**src/rtl/seq_detector_prog.sv**
```systemverilog
// Programmable serial sequence detector: run-time pattern/length/overlap, registered match pulse.
// Optional saturating match counter enabled by defining SEQ_DET_CNT_EN.
module seq_detector_prog #(
    parameter int MAX_LEN = 8,
    parameter int LEN_W   = 4
`ifdef SEQ_DET_CNT_EN
    ,
    parameter int CNT_W   = 8
`endif
) (
    input  logic               clk,
    input  logic               rst,
    input  logic               in,
    input  logic               in_valid,
    input  logic               cfg_load,
    input  logic [MAX_LEN-1:0] cfg_pattern,
    input  logic [LEN_W-1:0]   cfg_len,
    input  logic               cfg_overlap,
    output logic               out,
    output logic               cfg_err,
`ifdef SEQ_DET_CNT_EN
    output logic [CNT_W-1:0]   match_cnt,
`endif
    output logic [LEN_W-1:0]   fill
);

    localparam logic [LEN_W-1:0]   MAX_LEN_W = LEN_W'(MAX_LEN);
    localparam logic [LEN_W-1:0]   DEF_LEN   = LEN_W'(3);
    localparam logic [MAX_LEN-1:0] DEF_PAT   = MAX_LEN'(3'b101);

    // The oldest bit falls off on the next shift, so only MAX_LEN-1 bits need storing.
    logic [MAX_LEN-2:0] r_hist;
    logic [LEN_W-1:0]   r_fill;
    logic [MAX_LEN-1:0] r_pat;
    logic [LEN_W-1:0]   r_len;
    logic               r_ovl;
    logic               r_err;
    logic               r_out;
`ifdef SEQ_DET_CNT_EN
    logic [CNT_W-1:0]   r_cnt;
`endif

    logic [MAX_LEN-1:0] w_hist_next;
    logic [LEN_W-1:0]   w_fill_inc;
    logic               w_eq;
    logic               w_match;
    logic               w_cfg_err;

    always_comb begin
        w_hist_next = {r_hist, in};
        w_fill_inc  = (r_fill == MAX_LEN_W) ? r_fill : r_fill + 1'b1;
        w_eq        = 1'b1;
        // Only the low r_len bits of history and pattern take part in the compare.
        for (int i = 0; i < MAX_LEN; i++) begin
            if ((LEN_W'(i) < r_len) && (w_hist_next[i] != r_pat[i])) begin
                w_eq = 1'b0;
            end
        end
        w_match   = !r_err && (w_fill_inc >= r_len) && w_eq;
        w_cfg_err = (cfg_len == '0) || (cfg_len > MAX_LEN_W);
    end

    always_ff @(posedge clk) begin
        if (rst) begin
            r_hist <= '0;
            r_fill <= '0;
            r_pat  <= DEF_PAT;
            r_len  <= DEF_LEN;
            r_ovl  <= 1'b1;
            r_err  <= 1'b0;
            r_out  <= 1'b0;
        end else if (cfg_load) begin
            // A bit arriving with the load strobe is dropped.
            r_pat  <= cfg_pattern;
            r_len  <= cfg_len;
            r_ovl  <= cfg_overlap;
            r_err  <= w_cfg_err;
            r_fill <= '0;
            r_out  <= 1'b0;
        end else if (in_valid) begin
            r_hist <= w_hist_next[MAX_LEN-2:0];
            r_out  <= w_match;
            r_fill <= (w_match && !r_ovl) ? '0 : w_fill_inc;
        end else begin
            r_out  <= 1'b0;
        end
    end

`ifdef SEQ_DET_CNT_EN
    always_ff @(posedge clk) begin
        if (rst || cfg_load) begin
            r_cnt <= '0;
        end else if (in_valid && w_match && (r_cnt != {CNT_W{1'b1}})) begin
            r_cnt <= r_cnt + 1'b1;
        end
    end

    assign match_cnt = r_cnt;
`endif

    assign out     = r_out;
    assign cfg_err = r_err;
    assign fill    = r_fill;

endmodule

```
**config.mk**
```make
export PLATFORM = sky130hd
export DESIGN_NAME = seq_detector_prog
export DESIGN_NICKNAME = d
export VERILOG_FILES = /design/src/rtl/seq_detector_prog.sv
export SDC_FILE = /design/constraint.sdc
export NUM_CORES = 1
export LEC_CHECK = 0
export ABC_AREA = 1
export BUFFER_PORTS_ARGS = -buffer_cell sky130_fd_sc_hd__buf_4
export CAP_MARGIN = 10
export CORE_MARGIN = 5
export CORE_UTILIZATION = 54
export DETAILED_ROUTE_END_ITERATION = 8
export GPL_TIMING_DRIVEN = 0
export PLACE_DENSITY = 0.78
export SETUP_SLACK_MARGIN = 0.05
export SYNTH_ARGS = -nofsm -noshare
export SYNTH_HDL_FRONTEND = slang
export SYNTH_SLANG_ARGS = --single-unit
```
**constraint.sdc**
```tcl
create_clock -name clk -period 2.2 [get_ports clk]
set_input_delay 0.22 -clock clk [delete_from_list [all_inputs] [get_ports clk]]
set_output_delay 0.22 -clock clk [all_outputs]
set_load 0.01 [all_outputs]
```
==> results_dict.tcl, run 1 <==
set metrics [dict create \
    fmax_mhz 494 \
    postLayoutCoreUtil_pct 71.1 \
    die_h_um 59.4 \
    path_cells "inv_1 -> ha_1 -> nand2_2 -> nor2_2 -> xor2_1 -> ha_2 -> inv_1 -> a21oi_1 -> o21ai_1 -> nor2_2 -> nor2_4 -> nand3_4 -> nand2_2 -> a21oi_2" \
    crit_end "fill[1]$_SDFFE_PP0P_" \
    yosysMostFrequentCell "nand2_1" \
    cp-startpoint "fill[0]$_SDFFE_PP0P_" \
    wl_um 3030 \
    path_buf_inv 2 \
    ys_ff_latch 26 \
    worst_r2r_endpoint "fill[1]$_SDFFE_PP0P_" \
    synth_area_per_cell_um2 7.01 \
    ff2ff_path_depth 14 \
    cts.clk_slew.worst_paths_ns 0.15 \
    hold_viol 0 \
    viasPerCell 5.16 \
    min_period_ns 2.02 \
    arrival_ns 2.29 \
    grt_start_max_net_pins 16 \
    postLayoutSetupSlackWorst_ns 0.176 \
    drcViolationCount 0 \
    hp-class "primary input to flip-flop" \
    stdcell_area_um2 1620 \
    diodes 0 \
    core-area_um2 2280 \
    num_rows 17 \
    power_per_cell_area_nw_per_um2 636 \
    grt_first_pass_wirelength_um 5180 \
    antenna_found_initial 0 \
    vdd.ir_drop.worst_mv 0.430 \
    crit_required_ns 2.47 \
    cts.sink_count 26 \
    synth-edff-count 0 \
    numCtsBuffers 3 \
    cp_top_family "simple AND/OR/NAND/NOR gates" \
    routabilityCongestion 0.923 \
    status "complete, no violations" \
    crit_fanout 6 \
    placed_cell_area_um2 1530 \
    rsz0062_at_grt "false" \
    drtAntennaViolNets 0 \
    tns_ns 0 \
    synthCells 188 \
    grt_overflow 0 \
    dp_slack_ns 0.198 \
    cts_htree_levels 1 \
    p_leak_nw 0.775 \
    syn_nets 212 \
    synthTopCellsByArea "dfxtp_1 (40%), nand2_1 (12%), a21oi_1 (8.4%)" \
    drtIter0Drc 32 \
    holdBufCountCts 0 \
    dp_hpwl_um 2290 \
    drv_slew 0 \
    fp.dieW_um 59.4 \
    dieArea_um2 3530 \
    clock_skew_ns 0.00937 \
    max_cap_violations 0 \
    clock_latency_ns 0.34 \
    ff2ff_setup_slack_ns 0.18 \
    synth_area_um2 1320 \
    io_pins 24 \
    cpMaxStageDelayCell "dfxtp_4" \
    ys_warn_count 0 \
    relSlewSlack_pct 76.4 \
    total_power_mw 1.03 \
    cpPeakStageDelay_ns 0.39 \
    ys_seq_area_share_pct 39.5 \
    synthDistinctLibCells 22 \
    cts_tree "done" \
    wl_per_cell_um 12.4 \
    yosys-top-cells-count "nand2_1 (41), dfxtp_1 (26), a21oi_1 (22), inv_1 (22)" \
    grt_pass1_vias 1204 \
    synth_top_cell_area_share_pct 39.5 \
    drive_gt1_share_pct 23.6 \
    synth_top_cell_by_area "dfxtp_1" \
    initial_core_util_pct 57.9 \
    worstMarginPinSlew_ns 0.354 \
    drtPass1Iterations 4 \
    cts-root-buf "clkbuf_4" \
    worstReg2RegStart "fill[0]$_SDFFE_PP0P_" \
    cts.path.max_buffers 2 \
    io_buffers 23 \
    area_growth_pct 22.8 \
    postSynth.asyncResetShare_pct 0 \
    grt_use_total_pct 19.2 \
    endpoint_kind "flip-flop" \
    start_kind "flip-flop" \
    finalSetupViolCount 0 \
    crit_type "flip-flop to flip-flop" \
    ys.flop_type "dfxtp_1" \
    finalCritPeriodShare_pct 92.0 \
    vias 1258 \
    nets 241 \
    worst-path-stages 14 \
]
## final cells by class
cell class / count / area [um2]
timing repair buffer: 24 / 180
sequential: 26 / 526
fill: 192 / 658
buffer: 4 / 18.8
clock inverter: 1 / 30.0
inverter: 26 / 97.6
multi-input combinational: 132 / 708
clock buffer: 3 / 22.5
tap: 28 / 35.0
## state kept, by name, summed over array words and instances, names as in the netlist
signal and count:
out 1, r_len 4, r_pat 8, r_ovl 1, cfg_err 1, r_hist 7, fill 4
## worst min-delay path, delay by kind of cell
| kind | cells | cell delay [ns] |
|---|---|---|
| buf+inv | 1 | 0.08 |
| simple gates | 2 | 0.11 |
## how the worst min path moves through the flow
stage / start / endpoint / slack, ns / cells past startpoint
2_1_floorplan: rst / out$_SDFF_PP0_ / 0.29 / 1
3_3_place_gp: cfg_pattern[2] / r_pat[2]$_SDFFE_PP1P_ / 0.44 / 3
3_5_place_dp: cfg_overlap / r_ovl$_SDFFE_PP1P_ / 0.44 / 3
4_1_cts: rst / out$_SDFF_PP0_ / 0.08 / 2
5_1_grt: rst / out$_SDFF_PP0_ / 0.07 / 2
6_report: cfg_pattern[6] / r_pat[6]$_SDFFE_PP0P_ / 0.09 / 3
## repair_timing
action                                  in CTS  in global routing
endpoints found under the setup margin       0                  4
setup buffers                                0                  1
resized for setup                            0                 12
hold endpoints to repair                     0                  0
## per-stage QoR
step | instances | hold slack [ns]
floorplan | 188 | 0.289
finish | 244 | 0.0913
detailed placement | 239 | 0.445
global route | 244 | 0.0661
CTS | 243 | 0.0782
global placement | 239 | 0.438
## cells by family after synthesis
| family | after synthesis | synth area share (%) |
|---|---|---|
| simple gates | 76 | 25.3 |
| compound gates | 45 | 17.4 |
| buf+inv | 30 | 8.83 |
| flops | 26 | 39.5 |
| fa+ha+maj | 6 | 5.70 |
| xor+xnor | 5 | 3.32 |
## layer usage
metal	vias to the layer above	GRT usage, %	wire length, um
li1	656	-	-
met1	577	23.5	1400
met3	5	2.83	107
met2	20	32.6	1460
met5	-	0	0
met4	0	9.39	59
## layout by cell type (no fill, tap or decap), types with 4 or more instances in the layout
| master | count |
|---|---|
| nand2_1 | 39 |
| dfxtp_1 | 24 |
| buf_4 | 24 |
| inv_1 | 22 |
| a21oi_1 | 21 |
| o21ai_0 | 20 |
| nor2_1 | 19 |
| nand3_1 | 6 |
| ha_1 | 5 |
| inv_2 | 4 |
## power by group
part / leakage, nW / internal (mW) / switching, mW / total [mW]
Combinational: 0.531 / 0.0738 / 0.101 / 0.175
Sequential: 0.216 / 0.498 / 0.0208 / 0.519
Clock: 0.0279 / 0.185 / 0.150 / 0.335
Total: 0.775 / 0.756 / 0.272 / 1.03
Power figures use the tool's default switching activity.
==> inputs of run 2 (changes only) <==
--- a/config.mk
+++ b/config.mk
@@ -8,11 +8,13 @@
 export ABC_AREA = 1
 export BUFFER_PORTS_ARGS = -buffer_cell sky130_fd_sc_hd__buf_4
 export CAP_MARGIN = 10
+export CELL_PAD_IN_SITES_DETAIL_PLACEMENT = 0
+export CELL_PAD_IN_SITES_GLOBAL_PLACEMENT = 1
 export CORE_MARGIN = 5
-export CORE_UTILIZATION = 54
+export CORE_UTILIZATION = 38
 export DETAILED_ROUTE_END_ITERATION = 8
 export GPL_TIMING_DRIVEN = 0
-export PLACE_DENSITY = 0.78
+export PLACE_DENSITY_LB_ADDON = 0.1
 export SETUP_SLACK_MARGIN = 0.05
 export SYNTH_ARGS = -nofsm -noshare
 export SYNTH_HDL_FRONTEND = slang
==> run 2 against run 1 <==
Cell area about the same. Global-route usage down 4.5 points. Critical endpoint is now fill[0]$_SDFFE_PP0P_. Largest cell class unchanged. Largest power group unchanged. Register-to-register slack better by 0.06 ns. Critical path depth unchanged. Clock skew down 0.0064 ns. Non-clock buffer count up 1. Core utilization down 23 points. Fmax up 2.9%. Highest routed layer unchanged. Die area up 34%. Setup slack better by 0.057 ns. Count of clock-buffer cells in the layout unchanged.
==> results_dict.tcl, run 2 (same netlist as run 1, synthesis figures left out) <==
set metrics [dict create \
    wl_um 3020 \
    arrival_ns 2.22 \
    crit_type "flip-flop to flip-flop" \
    drive_gt1_share_pct 22.7 \
    rsz0062_at_grt "false" \
    wl_per_cell_um 11.5 \
    cts.clk_slew.worst_paths_ns 0.13 \
    final_cell_mix "nand2_1 (41), buf_4 (25), dfxtp_1 (24)" \
    largest_register_ffs 8 \
    grt_pass1_vias 1192 \
    diodes 0 \
    clock_latency_ns 0.32 \
    n_fill_cell 359 \
    endpoint_kind "flip-flop" \
    cpMaxStageDelayCell "dfxtp_4" \
    drtIter0Drc 66 \
    ff2ff_setup_slack_ns 0.23 \
    drcViolationCount 0 \
    p_leak_nw 0.765 \
    min_period_ns 1.97 \
    grt_start_max_net_pins 14 \
    seq_area_um2 526 \
    tns_ns 0 \
    antenna_found_initial 0 \
    hp-class "primary input to flip-flop" \
    numCtsBuffers 3 \
    holdBufCountCts 0 \
    crit_fanout 5 \
    cpPeakStageDelay_ns 0.38 \
    routabilityCongestion 0.838 \
    drv_slew 0 \
    die_h_um 68.9 \
    finalSetupViolCount 0 \
    dp_cells 257 \
    cts-root-buf "clkbuf_4" \
    grt_use_total_pct 14.8 \
    relSlewSlack_pct 75.2 \
    area_growth_pct 22.7 \
    drtPass1Iterations 4 \
    finalCritPeriodShare_pct 89.4 \
    max_cap_violations 0 \
    cts.sink_count 26 \
    power_per_cell_area_nw_per_um2 552 \
    io_pins 24 \
    cp_top_family "simple AND/OR/NAND/NOR gates" \
    start_kind "flip-flop" \
    core-area_um2 3340 \
    largestRegisters "r_pat: 8 flops, r_hist: 7 flops" \
    status "complete, no violations" \
    clock_skew_ns 0.00299 \
    cts_htree_levels 1 \
    final_common_cell "nand2_1" \
    num_rows 21 \
    fp.dieW_um 68.9 \
    initial_core_util_pct 39.5 \
    grt_first_pass_wirelength_um 5200 \
    path_buf_inv 2 \
    layoutNonFillerInstCount 262 \
    cts.path.max_buffers 2 \
    io_buffers 23 \
    crit_required_ns 2.45 \
    nets 242 \
    fmax_mhz 509 \
    grt_overflow 0 \
    viasPerCell 4.64 \
    path_cells "inv_1 -> ha_1 -> nand2_1 -> nor2_2 -> xor2_2 -> ha_2 -> inv_1 -> a21oi_1 -> o21ai_1 -> nor2_2 -> nor2_4 -> nand3_4 -> nand2_1 -> a21oi_1" \
    largest-register "r_pat" \
    cts_tree "done" \
    multi_input_comb_area_um2 707 \
    vdd.ir_drop.worst_mv 0.235 \
    dieArea_um2 4740 \
    hold_viol 0 \
    vias 1216 \
    drtAntennaViolNets 0 \
    worstMarginPinSlew_ns 0.372 \
    dp_hpwl_um 2370 \
]
==> run 2: cell type report <==
cell class / count / area share (%)
flip-flops and latches: 26 / 32.5
repair buffers: 25 / 11.6
multi-input cells: 132 / 43.7
inverters: 26 / 6.04
well taps: 46 / 3.56
plain buffers: 4 / 1.16
clock buffers: 3 / 1.39
==> run 2: worst paths after layout <==
kind | depth (start not counted) | startpoint | endpoint
max | 14 | fill[0]$_SDFFE_PP0P_ | fill[0]$_SDFFE_PP0P_
min | 3 | cfg_pattern[0] | r_pat[0]$_SDFFE_PP1P_
max reg2reg | 14 | fill[0]$_SDFFE_PP0P_ | fill[0]$_SDFFE_PP0P_
min reg2reg | 2 | r_pat[0]$_SDFFE_PP1P_ | r_pat[0]$_SDFFE_PP1P_
==> run 2: through the flow <==
step           util [%]  instance area [um2]  worst slack [ns]  power (mW)  hold WS [ns]
3_5_place_dp       46.4                 1550             0.167       0.697         0.443
5_1_grt            48.4                 1620            0.0497       0.952         0.101
6_report           48.4                 1620             0.234       0.892         0.103
4_1_cts            47.1                 1570             0.120       0.899        0.0986
2_1_floorplan         -                 1320             0.335       0.634         0.289
3_3_place_gp       46.4                 1550             0.203       0.692         0.435
==> run 2: repair_timing <==
action / 4_1_cts / 5_1_grt
endpoints found under the setup margin: 0 / 5
buffers inserted: 0 / 2
endpoints found under the hold margin: 0 / 0
resized for setup: 0 / 10
==> run 2: power by group <==
part | internal [mW] | leakage [nW] | switching [mW] | total [mW]
clock network | 0.0642 | 0.0138 | 0.137 | 0.201
registers | 0.498 | 0.216 | 0.0198 | 0.518
logic | 0.0744 | 0.535 | 0.0986 | 0.173
==> run 2: worst reg2reg max path, delay by kind of cell (launching register included) <==
family	cells	cell delay (ns)
simple gates	6	0.60
flops	1	0.38
compound gates	3	0.33
fa+ha+maj	2	0.31
xor+xnor	1	0.19
buf+inv	2	0.08
==> run 2: metal layers <==
metal	routed length (um)	track usage, %	vias to the layer above
met4	44	5.84	0
met1	1450	18.8	533
met2	1400	25.0	21
li1	-	-	657
met5	0	0	-
met3	120	2.11	5
==> inputs of run 3 (changes only) <==
--- a/config.mk
+++ b/config.mk
@@ -6,15 +6,16 @@
 export NUM_CORES = 1
 export LEC_CHECK = 0
 export ABC_AREA = 1
-export BUFFER_PORTS_ARGS = -buffer_cell sky130_fd_sc_hd__buf_4
 export CAP_MARGIN = 10
 export CELL_PAD_IN_SITES_DETAIL_PLACEMENT = 0
 export CELL_PAD_IN_SITES_GLOBAL_PLACEMENT = 1
 export CORE_MARGIN = 5
-export CORE_UTILIZATION = 38
+export CORE_UTILIZATION = 43
 export DETAILED_ROUTE_END_ITERATION = 8
+export DONT_BUFFER_PORTS = 1
 export GPL_TIMING_DRIVEN = 0
 export PLACE_DENSITY_LB_ADDON = 0.1
+export RECOVER_POWER = 100
 export SETUP_SLACK_MARGIN = 0.05
 export SYNTH_ARGS = -nofsm -noshare
 export SYNTH_HDL_FRONTEND = slang
==> run 3 against run 2 <==
Non-clock buffer count fell by 21. Setup slack got worse by 0.030 ns. Final cell count fell by 13%. Core utilization rose by 1.3 points. Clock skew rose by 0.0014 ns. Via count fell by 5.4%. Total power rose by 2.7%. Combinational power fell by 13%. Sequential cell count did not move. Count of clock-buffer cells in the layout rose by 1. Critical endpoint is now fill[1]$_SDFFE_PP0P_. Highest routed layer unchanged.
==> results_dict.tcl, run 3 (same netlist as run 1, synthesis figures left out) <==
set metrics [dict create \
    status "complete, no violations" \
    cts-root-buf "clkbuf_4" \
    crit_required_ns 2.46 \
    cts.sink_count 26 \
    power_per_cell_area_nw_per_um2 613 \
    cts_tree "done" \
    dieArea_um2 4270 \
    core-area_um2 3000 \
    grt_start_max_net_pins 15 \
    seq_area_um2 529 \
    stdcell_area_um2 1490 \
    wl_um 3080 \
    initial_core_util_pct 43.9 \
    drcViolationCount 0 \
    max_cap_violations 0 \
    grt_pass1_vias 1052 \
    drv_slew 0 \
    cts.clk_slew.worst_paths_ns 0.15 \
    vias 1150 \
    wl_per_cell_um 13.5 \
    fp.dieW_um 65.4 \
    clock_skew_ns 0.00440 \
    area_growth_pct 13.3 \
    final_cell_mix "nand2_1 (40), inv_1 (23), dfxtp_1 (23)" \
    relSlewSlack_pct 73.2 \
    vdd.ir_drop.worst_mv 0.242 \
    largest_register_ffs 8 \
    min_period_ns 2.00 \
    cts.path.max_buffers 2 \
    dp_hpwl_um 2270 \
    endpoint_kind "flip-flop" \
    finalCritPeriodShare_pct 90.8 \
    start_kind "flip-flop" \
    drtPass1Iterations 4 \
    crit_fanout 6 \
    placed_cell_area_um2 1360 \
    postLayoutCoreUtil_pct 49.7 \
    nets 221 \
    tns_ns 0 \
    hold_viol 0 \
    path_cells "inv_1 -> ha_2 -> nand2_2 -> nor2_4 -> xor2_2 -> ha_2 -> inv_1 -> a21oi_2 -> o21ai_2 -> nor2_2 -> nor2_4 -> nand3_4 -> nand2_1 -> a21oi_2" \
    drtIter0Drc 64 \
    diodes 0 \
    routabilityCongestion 0.761 \
    io_pins 24 \
    dp_slack_ns 0.0681 \
    worstMarginPinSlew_ns 0.402 \
    cts_htree_levels 1 \
    grt_first_pass_wirelength_um 4990 \
    numCtsBuffers 3 \
    drive_gt1_share_pct 14.8 \
    num_rows 20 \
    grt_use_total_pct 15.4 \
    arrival_ns 2.26 \
    rsz0062_at_grt "true" \
    io_buffers 0 \
    postLayoutSetupSlackWorst_ns 0.203 \
    fmax_mhz 501 \
    cpPeakStageDelay_ns 0.41 \
    antenna_found_initial 0 \
    drtAntennaViolNets 0 \
    total_power_mw 0.916 \
    multi_input_comb_area_um2 732 \
    die_h_um 65.4 \
    cpMaxStageDelayCell "dfxtp_4" \
    largest-register "r_pat" \
    hp-class "primary input to flip-flop" \
    viasPerCell 5.02 \
    largestRegisters "r_pat: 8 flops, r_hist: 7 flops" \
    finalSetupViolCount 0 \
    final_common_cell "nand2_1" \
    clock_latency_ns 0.32 \
    grt_overflow 0 \
    p_leak_nw 0.663 \
    n_fill_cell 307 \
    crit_type "flip-flop to flip-flop" \
    post-cts-setup-buffers 0 \
]
run 3: per-layer routing:
metal / GRT usage (%) / vias up / share of wire [%]
li1: - / 618 / -
met2: 23.8 / 26 / 46
met1: 20.9 / 504 / 48
met4: 5.44 / 0 / 0.68
met5: 0 / - / 0
met3: 3.76 / 2 / 5.0
run 3: power by group:
group / internal, mW / switching [mW] / total, mW
sequential: 0.497 / 0.0217 / 0.518
combinational: 0.0569 / 0.0935 / 0.150
clock: 0.101 / 0.146 / 0.247
total: 0.655 / 0.261 / 0.916
run 3: area by class of cell:
cell class              count  area share, %
inverters                  26           6.54
well taps                  33           2.77
multi-input cells         132           49.0
clock buffers               4           2.43
flip-flops and latches     26           35.5
repair buffers              4           2.68
plain buffers               4           1.09
run 3: path summary, 6_finish.rpt:
check	from	to	slack (ns)	cells after the start
setup reg to reg	fill[0]$_SDFFE_PP0P_	fill[1]$_SDFFE_PP0P_	0.20	14
hold / removal	cfg_len[1]	r_len[1]$_SDFFE_PP1P_	0.02	2
setup / recovery	fill[0]$_SDFFE_PP0P_	fill[1]$_SDFFE_PP0P_	0.20	14
hold reg to reg	r_pat[0]$_SDFFE_PP1P_	r_pat[0]$_SDFFE_PP1P_	0.48	2
run 3: what timing repair did:
action,CTS,global route
gates resized for setup,1,18
pin swaps,0,5
endpoints found under the hold margin,6,2
hold buffers,2,2
setup endpoints to repair,4,5
run 3: worst max-delay path: cells and delay by family (launching register included):
| family | cells | cell delay [ns] |
|---|---|---|
| and+or+nand+nor | 6 | 0.55 |
| DFF | 1 | 0.41 |
| xor gates and xnor gates | 1 | 0.18 |
| adders and majority gates | 2 | 0.35 |
| buffers and inverters | 2 | 0.10 |
| AOI/OAI and AO/OA | 3 | 0.33 |
run 3: stage by stage:
| step | hold WS (ns) | instances |
|---|---|---|
| floorplan | 0.289 | 188 |
| finish | 0.0223 | 229 |
| global placement | 0.292 | 221 |
| global route | 0.00223 | 229 |
| detailed placement | 0.297 | 221 |
| CTS | 0.00524 | 227 |
